--- config.mk ---
export PLATFORM = sky130hd
export DESIGN_NAME = rr_burst_sched_flat
export DESIGN_NICKNAME = d
export VERILOG_FILES = /design/src/rtl/rr_burst_sched_if.sv /design/src/rtl/rr_burst_sched.sv /design/src/flat_wrapper.sv
export SDC_FILE = /design/constraint.sdc
export NUM_CORES = 1
export LEC_CHECK = 0
export CAP_MARGIN = 0
export CORE_ASPECT_RATIO = 0.6
export CORE_UTILIZATION = 28
export DETAILED_ROUTE_END_ITERATION = 6
export PLACE_DENSITY_LB_ADDON = 0.05
export SLEW_MARGIN = 20
export SYNTH_ARGS = -nofsm -noshare
export SYNTH_HDL_FRONTEND = slang
export SYNTH_SLANG_ARGS = --single-unit
--- constraint.sdc ---
create_clock -name clk_i -period 2.1 [get_ports clk_i]
set_input_delay 0.315 -clock clk_i [delete_from_list [all_inputs] [get_ports clk_i]]
set_output_delay 0.315 -clock clk_i [all_outputs]
set_load 0.03 [all_outputs]
--- src/rtl/rr_burst_sched_if.sv ---
// Handshake bundle between the requesters, the burst scheduler and the downstream sink.
// Signal suffixes are from the scheduler's point of view.
interface rr_burst_sched_if #(
  parameter int NumIn     = 4,
  parameter int DataWidth = 32
);
  localparam int IdxW = (NumIn > 1) ? $clog2(NumIn) : 1;

  logic [NumIn-1:0]           req_i;
  logic [NumIn*DataWidth-1:0] data_i;
  logic [NumIn-1:0]           gnt_o;
  logic                       req_o;
  logic                       gnt_i;
  logic [DataWidth-1:0]       data_o;
  logic [IdxW-1:0]            idx_o;
  logic                       last_o;

  modport master (
    output req_i, data_i, gnt_i,
    input  gnt_o, req_o, data_o, idx_o, last_o
  );

  modport slave (
    input  req_i, data_i, gnt_i,
    output gnt_o, req_o, data_o, idx_o, last_o
  );
endinterface

--- src/rtl/rr_burst_sched.sv ---
// Round-robin arbiter that locks onto one requester for up to MaxBurst beats,
// forwarding the owner's payload to a single downstream valid/accept port.
module rr_burst_sched #(
  parameter int NumIn     = 4,
  parameter int DataWidth = 32,
  parameter int MaxBurst  = 4
) (
  input  logic            clk_i,
  input  logic            rst_i,
  input  logic            flush_i,
  rr_burst_sched_if.slave bus
);
  localparam int IdxW  = (NumIn > 1) ? $clog2(NumIn) : 1;
  localparam int IdxW1 = IdxW + 1;
  localparam int CntW  = $clog2(MaxBurst + 1);

  localparam logic [IdxW-1:0]  LastIdx = IdxW'(NumIn - 1);
  localparam logic [IdxW1-1:0] NumInW  = IdxW1'(NumIn);
  localparam logic [CntW-1:0]  CntLast = CntW'(MaxBurst - 1);

  typedef enum logic {
    Idle,
    Locked
  } state_e;

  state_e          state_q, state_d;
  logic [IdxW-1:0] rr_q, rr_d;
  logic [IdxW-1:0] owner_q, owner_d;
  logic [CntW-1:0] cnt_q, cnt_d;

  logic [IdxW-1:0]      scanSel;
  logic                 scanFound;
  logic [IdxW1-1:0]     cand;
  logic [IdxW-1:0]      sel;
  logic                 reqOut;
  logic                 lastOut;
  logic                 fire;
  logic [DataWidth-1:0] dataSel;

  function automatic logic [IdxW-1:0] nextPtr(input logic [IdxW-1:0] p);
    return (p == LastIdx) ? '0 : p + 1'b1;
  endfunction

  // First active requester at or after the round-robin pointer, with wraparound.
  always_comb begin
    scanSel   = '0;
    scanFound = 1'b0;
    cand      = '0;
    for (int off = 0; off < NumIn; off++) begin
      cand = {1'b0, rr_q} + IdxW1'(off);
      if (cand >= NumInW) cand = cand - NumInW;
      if (!scanFound && bus.req_i[cand[IdxW-1:0]]) begin
        scanFound = 1'b1;
        scanSel   = cand[IdxW-1:0];
      end
    end
  end

  // Output side: gnt_i only reaches gnt_o, everything else depends on state and req_i.
  always_comb begin
    sel     = (state_q == Locked) ? owner_q : scanSel;
    reqOut  = (state_q == Locked) ? bus.req_i[owner_q] : (|bus.req_i);
    lastOut = reqOut & ((state_q == Locked) ? (cnt_q == CntLast) : (MaxBurst == 1));
    fire    = reqOut & bus.gnt_i;
    dataSel = '0;
    bus.gnt_o = '0;
    for (int k = 0; k < NumIn; k++) begin
      if (sel == IdxW'(k)) begin
        dataSel      = bus.data_i[k*DataWidth +: DataWidth];
        bus.gnt_o[k] = fire;
      end
    end
    bus.req_o  = reqOut;
    bus.last_o = lastOut;
    bus.data_o = reqOut ? dataSel : '0;
    bus.idx_o  = reqOut ? sel : '0;
  end

  always_comb begin
    state_d = state_q;
    rr_d    = rr_q;
    owner_d = owner_q;
    cnt_d   = cnt_q;
    case (state_q)
      Idle: begin
        if (fire) begin
          if (MaxBurst > 1) begin
            state_d = Locked;
            owner_d = sel;
            cnt_d   = CntW'(1);
          end else begin
            rr_d = nextPtr(sel);
          end
        end
      end
      Locked: begin
        // A dropped owner request ends the burst early; a stall simply holds.
        if (!bus.req_i[owner_q] || (fire && lastOut)) begin
          state_d = Idle;
          cnt_d   = '0;
          rr_d    = nextPtr(owner_q);
        end else if (fire) begin
          cnt_d = cnt_q + 1'b1;
        end
      end
      default: state_d = Idle;
    endcase
  end

  always_ff @(posedge clk_i) begin
    if (rst_i || flush_i) begin
      state_q <= Idle;
      rr_q    <= '0;
      owner_q <= '0;
      cnt_q   <= '0;
    end else begin
      state_q <= state_d;
      rr_q    <= rr_d;
      owner_q <= owner_d;
      cnt_q   <= cnt_d;
    end
  end
endmodule

--- src/flat_wrapper.sv ---
// flat-port wrapper written by rule: the top's interface ports become plain ports
module rr_burst_sched_flat 
#(
  parameter int NumIn     = 4,
  parameter int DataWidth = 32,
  parameter int MaxBurst  = 4
)
  (clk_i, rst_i, flush_i, bus_req_i, bus_data_i, bus_gnt_i, bus_gnt_o, bus_req_o, bus_data_o, bus_idx_o, bus_last_o);
  rr_burst_sched_if #(.NumIn(NumIn), .DataWidth(DataWidth)) bus_i ();
  input  logic clk_i;
  input  logic rst_i;
  input  logic flush_i;
  input wire logic [$bits(bus_i.req_i)-1:0] bus_req_i;
  input wire logic [$bits(bus_i.data_i)-1:0] bus_data_i;
  input wire logic [$bits(bus_i.gnt_i)-1:0] bus_gnt_i;
  output wire logic [$bits(bus_i.gnt_o)-1:0] bus_gnt_o;
  output wire logic [$bits(bus_i.req_o)-1:0] bus_req_o;
  output wire logic [$bits(bus_i.data_o)-1:0] bus_data_o;
  output wire logic [$bits(bus_i.idx_o)-1:0] bus_idx_o;
  output wire logic [$bits(bus_i.last_o)-1:0] bus_last_o;
  assign bus_i.req_i = bus_req_i;
  assign bus_i.data_i = bus_data_i;
  assign bus_i.gnt_i = bus_gnt_i;
  assign bus_gnt_o = bus_i.gnt_o;
  assign bus_req_o = bus_i.req_o;
  assign bus_data_o = bus_i.data_o;
  assign bus_idx_o = bus_i.idx_o;
  assign bus_last_o = bus_i.last_o;
  rr_burst_sched #(.NumIn(NumIn), .DataWidth(DataWidth), .MaxBurst(MaxBurst)) u_core (.clk_i(clk_i), .rst_i(rst_i), .flush_i(flush_i), .bus(bus_i));
endmodule
* After elaboration in Yosys (flattened, before gate mapping)
Index checks and enable logic that the tools add are counted.
Word-level totals: input bits 136, flip-flop bits (word level) 8, output and inout port bits 40, word-level logic and storage cells 92
Cells by class: bitwise logic cells 3, eq/ne operators 8, add/subtract/negate cells 9, order comparisons 9, multiplexer cells 44, reductions and logical operators 15
Operators by type and width (number):
- two-way mux 32 bit | 5
- two-way mux 2 bit | 13
- two-way mux 1 bit | 16
- less-than comparator 2 x 3 -> 1 bit (second input constant) | 5
- binary-select mux 1 bit (select 2 bit) | 5
- >= comparator 3 bit (second input constant) | 3
- two-way mux 3 bit | 3
- subtractor 2 x 1 -> 2 bit (second input constant) | 4
- adder 2 x 2 -> 3 bit (second input constant) | 2
- == test 2 bit (second input constant) | 3
- case mux 3 bit (2 select lines) | 1
- AND reduction 2 bit | 3
- logical AND 1 bit | 4
- logical NOT 1 bit | 4
- OR reduction 4 bit | 1
- adder 2 x 1 -> 3 bit (second input constant) | 1
- adder 3 x 1 -> 3 bit (second input constant) | 1
- == test 3 x 2 -> 1 bit (second input constant) | 1
- >= comparator 2 x 3 -> 1 bit (second input constant) | 1
- != test 3 bit (second input constant) | 1
- adder 2 x 1 -> 2 bit (second input constant) | 1
- AND 1 bit | 2
- == test 2 x 1 -> 1 bit (second input constant) | 1
- logical NOT 2 bit | 1
- other kinds (5) | 6

* Depth between registers and ports, before layout
depth after elaboration 21, depth in mapped cells 7

* Worst setup path before layout
No wires, ideal clock.
path type reg-to-output, start point register u_core.owner_q[0], end point output port bus_gnt_o[2], buffers on the path 2, arrival 1.928 ns, path slack -0.143 ns, cell stages (with the launch flop) 7, path through dfxtp_1 > mux4_2 > nand3_1 > o21a_1 > buf_2 > buf_2 > nor3_1
Between the ends: cells in the longest elaborated chain, start to end 5, elaborated cells on any way between the ends 7, classes of those cells eq/ne: 1; mux: 5; bitwise: 1
RTL lines:
- start: declaration | RTL line rr_burst_sched.sv:28 | logic [IdxW-1:0] owner_q, owner_d;
- start signal: assignment | RTL line rr_burst_sched.sv:119 | owner_q <= owner_d;
- binary-select mux 1 bit (select 2 bit) | RTL line rr_burst_sched.sv:62 | reqOut = (state_q == Locked) ? bus.req_i[owner_q] : (|bus.req_i);
- two-way mux 1 bit (implied by the code) | RTL line rr_burst_sched.sv:62
- two-way mux 1 bit | RTL line rr_burst_sched.sv:62
- AND 1 bit | RTL line rr_burst_sched.sv:64 | fire = reqOut & bus.gnt_i;
- two-way mux 1 bit (*) | RTL line rr_burst_sched.sv:68 | if (sel == IdxW'(k)) begin
- end: declaration | RTL line flat_wrapper.sv:16 | output wire logic [$bits(bus_i.gnt_o)-1:0] bus_gnt_o;
Every way passes the cells marked *; elsewhere a longest branch is shown, timed or not. The select of a mux whose other input is x is not followed.

* Worst setup path in the final report
start point register u_core.rr_q[0], end point output port bus_data_o[19]
Between the ends: cells in the longest elaborated chain, start to end 21, elaborated cells on any way between the ends 46, classes of those cells add/sub: 7; order compare: 4; eq/ne: 3; mux: 25; reduce/logical: 7
RTL lines:
- start: declaration | RTL line rr_burst_sched.sv:27 | logic [IdxW-1:0] rr_q, rr_d;
- start signal: assignment | RTL line rr_burst_sched.sv:118 | rr_q <= rr_d;
- parallel branches: the longest is 13 deep, another holds adder 2 x 1 -> 3 bit
- two-way mux 2 bit (*) | RTL line rr_burst_sched.sv:52 | if (!scanFound && bus.req_i[cand[IdxW-1:0]]) begin
- two-way mux 2 bit (*) | RTL line rr_burst_sched.sv:61 | sel = (state_q == Locked) ? owner_q : scanSel;
- logical NOT 2 bit | RTL line rr_burst_sched.sv:68
- two-way mux 32 bit (3 in a row) | RTL line rr_burst_sched.sv:68
- two-way mux 32 bit (*) | RTL line rr_burst_sched.sv:68
- two-way mux 32 bit (*) | RTL line rr_burst_sched.sv:75 | bus.data_o = reqOut ? dataSel : '0;
- end: declaration | RTL line flat_wrapper.sv:18 | output wire logic [$bits(bus_i.data_o)-1:0] bus_data_o;
Mark *: on every way between the ends. The select of a mux whose other input is x is not followed.

==> impl_metrics.py <==
metrics = {
    "status": {
        "status": "finished with violations",
        "violations": "setup timing",
    },
    "timing": {
        "rsz0062_at_grt": "true",
        "clock_skew_ns": 0.00218,
        "slew_violations": 0,
        "setup_viol": 37,
        "period_share": 1.17,
        "timing.fmax_ghz": 0.407,
        "hold_violations": 0,
        "layout_setup_ws_ns": -0.359,
        "min_period_ns": 2.46,
        "fin_tns_setup_ns": -10.57,
        "hold_ws_ns": 0.507,
        "worst_pin_slew_ns": 0.310,
        "maxSlewHeadroom": 0.789,
    },
    "global_route": {
        "grt_usage": 0.249,
        "antenna_found_initial": 0,
        "grt_max_degree": 13,
        "gr-total-overflow": 0,
        "grt_pass1_vias": 2364,
        "grt_pass1_wl_um": 11500,
    },
    "yosys": {
        "syn_inst": 185,
        "synth_edf_count": 0,
        "syn_nets": 324,
        "synth_seq_cells": 8,
        "yosysUniqueCellTypes": 36,
        "synth_top_family_by_area": "multiplexers",
        "synth-simple-area-share": 0.104,
        "synth_compound_area_frac": 0.229,
        "post_synth_xor_area_fraction": 0,
        "yosysTopAreaCellShare": 0.418,
        "ys_warn_count": 0,
        "async_reset_ff_frac": 0,
        "synth_fa_ha_area_frac": 0.0238,
        "synth_mux_area_frac": 0.447,
        "yosysSeqAreaShare": 0.101,
        "synth_area_leader_cell": "mux2i_1",
        "synth_area_leaders": "mux2i_1 42%, o22ai_1 13%, dfxtp_1 10%",
        "syn-cell-area_sq_mm": 0.00158,
        "yosys_most_used_dff": "dfxtp_1",
        "synth_area_per_cell_sq_um": 8.54,
    },
    "critical_path": {
        "cp-end-kind": "primary output",
        "worst-path-buf-inv": 5,
        "required_ns": 1.78,
        "path_cells": "nand2b_4 > a21boi_4 > o41ai_4 > buf_4 > buf_12 > buf_12 > buf_16 > mux2i_1 > o22ai_1 > buf_4",
        "slowest_delay_ns": 0.34,
        "critPathTopFamily": "buffers and inverters",
        "critPathLaunchType": "register",
        "critPathKind": "register to primary output",
        "crit_path_max_fanout": 6,
        "cp.arrival_ns": 2.14,
        "slowest_stage": "dfxtp_2",
        "r2r_slack_ns": 0.31,
    },
    "finish": {
        "num-nets-final": 544,
        "fillers": 306,
        "num_antenna_cells": 0,
        "syn_to_final_growth_pct": 180,
        "fin_util": 0.843,
        "mostFrequentLayoutCells": "131 x clkdlybuf4s50_1, 43 x mux2i_1, 37 x buf_4",
        "drive_gt1_frac": 0.419,
        "layout_commonest_cell": "clkdlybuf4s50_1",
    },
    "placed_design": {
        "portBuffers": 175,
        "hpwl_um": 5680,
        "gp_congestion": 0.804,
    },
    "cts": {
        "path_clk_slew_ns": 0.04,
        "cts.htree.levels": 1,
        "cts_tree": "built",
        "cts.sinks": 8,
        "clockRootBuffer": "clkbuf_8",
        "cts_made_buffers": 3,
        "clockBufferDepth": 2,
        "clk-insertion-delay-late_ns": 0.23,
    },
    "routing": {
        "first_pass_iters": 4,
        "wire_per_inst_um": 19.3,
        "vias_per_cell": 5.24,
        "vias": 2459,
        "drt_iter0_drc": 87,
        "routed_wl_um": 9030,
        "antenna_left": 0,
        "drc": 0,
    },
    "flow_run": {
        "drv_cap": 0,
    },
    "die": {
        "fp.dieW_um": 99.0,
        "core_region_area_sq_mm": 0.00526,
        "die-height_um": 60.2,
        "rows": 20,
        "initial_core_util": 0.301,
        "ios": 176,
        "fp.dieArea_sq_mm": 0.00596,
    },
    "pwr": {
        "total_power_mw": 1.73,
        "ir_drop_mv": 0.257,
        "p_leak_nw": 1.76,
        "powerDensity_mw_per_mm2": 391,
    },
    "min_path": {
        "min_path_type": "register to register",
    },
}
==> what timing repair did <==
action                     4_1_cts  5_1_grt
hold buffers                     0        0
setup endpoints to repair       40       39
setup buffers                   19        6
pin swaps                       27       14
resized for setup              175       52
gates cloned                     6        0
==> state kept, by name (all words and copies together), names as in the netlist <==
| name | cells |
|---|---|
| u_core.rr_q | 2 |
| u_core.cnt_q | 3 |
| u_core.state_q | 1 |
| u_core.owner_q | 2 |
==> cells by family (layout without fill, tap and decap cells) <==
logic type / Yosys count / count (layout)
simple gates: 32 / 32
compound gates: 50 / 50
buf+inv: 23 / 241
flops: 8 / 8
mux: 69 / 69
fa+ha+maj: 3 / 3
==> final cells by class <==
| type | instances | area, sq um | share of cell area |
|---|---|---|---|
| Inverter | 7 | 26.3 | 0.00593 |
| Timing Repair Buffer | 231 | 2460 | 0.556 |
| Clock buffer | 3 | 41.3 | 0.00932 |
| Sequential cell | 8 | 166 | 0.0376 |
| Multi-Input combinational cell | 154 | 1650 | 0.372 |
| Tap cell | 66 | 82.6 | 0.0186 |
==> per-layer routing <==
| metal | vias to the layer above | track usage | part of all wire |
|---|---|---|---|
| met2 | 151 | 0.481 | 0.51 |
| met1 | 1133 | 0.278 | 0.37 |
| met5 | - | 0 | 0 |
| li1 | 1153 | - | - |
| met3 | 22 | 0.0690 | 0.098 |
| met4 | 0 | 0.0554 | 0.024 |
==> synth_stat cells (2+ instances only) <==
cell and number:
dfxtp_1 8, o22ai_1 33, inv_1 6, buf_4 5, a21oi_1 6, ha_1 3, o32ai_1 2, mux2i_1 66
o21a_1 2, buf_6 4, nor2_1 12, buf_2 4, nor3_1 3, nand2_1 6, nand2b_1 4
==> worst paths after layout <==
| check | from | end | depth (start not counted) |
|---|---|---|---|
| worst max register to register | u_core.owner_q[0]$_SDFFE_PP0P_ | u_core.cnt_q[0]$_SDFFE_PP0P_ | 5 |
| worst min register to register | u_core.cnt_q[2]$_SDFFE_PP0P_ | u_core.cnt_q[2]$_SDFFE_PP0P_ | 2 |
| worst max-delay path | u_core.rr_q[0]$_SDFFE_PP0P_ | bus_data_o[19] | 10 |
| worst min-delay path | u_core.cnt_q[2]$_SDFFE_PP0P_ | u_core.cnt_q[2]$_SDFFE_PP0P_ | 2 |
==> worst min-delay path, delay by kind of cell (launching register included) <==
family | cells | cell delay, ns
AOI/OAI and AO/OA | 1 | 0.09
buffers and inverters | 1 | 0.06
DFF | 1 | 0.29
==> report_power, final <==
| group | switching (mW) | internal [mW] |
|---|---|---|
| registers | 0.00363 | 0.154 |
| logic | 0.601 | 0.780 |
| clock network | 0.0665 | 0.125 |
| total | 0.671 | 1.06 |
==> through the flow <==
stage | cell area, sq um | std cells | setup slack (ns)
3_5_place_dp | 3560 | 440 | -0.964
4_1_cts | 4220 | 467 | -0.286
2_1_floorplan | 1670 | 185 | -0.0400
5_1_grt | 4430 | 469 | -0.428
6_report | 4430 | 469 | -0.359
3_3_place_gp | 3560 | 440 | -0.867
Note: power is estimated with default switching activity, not from simulation.
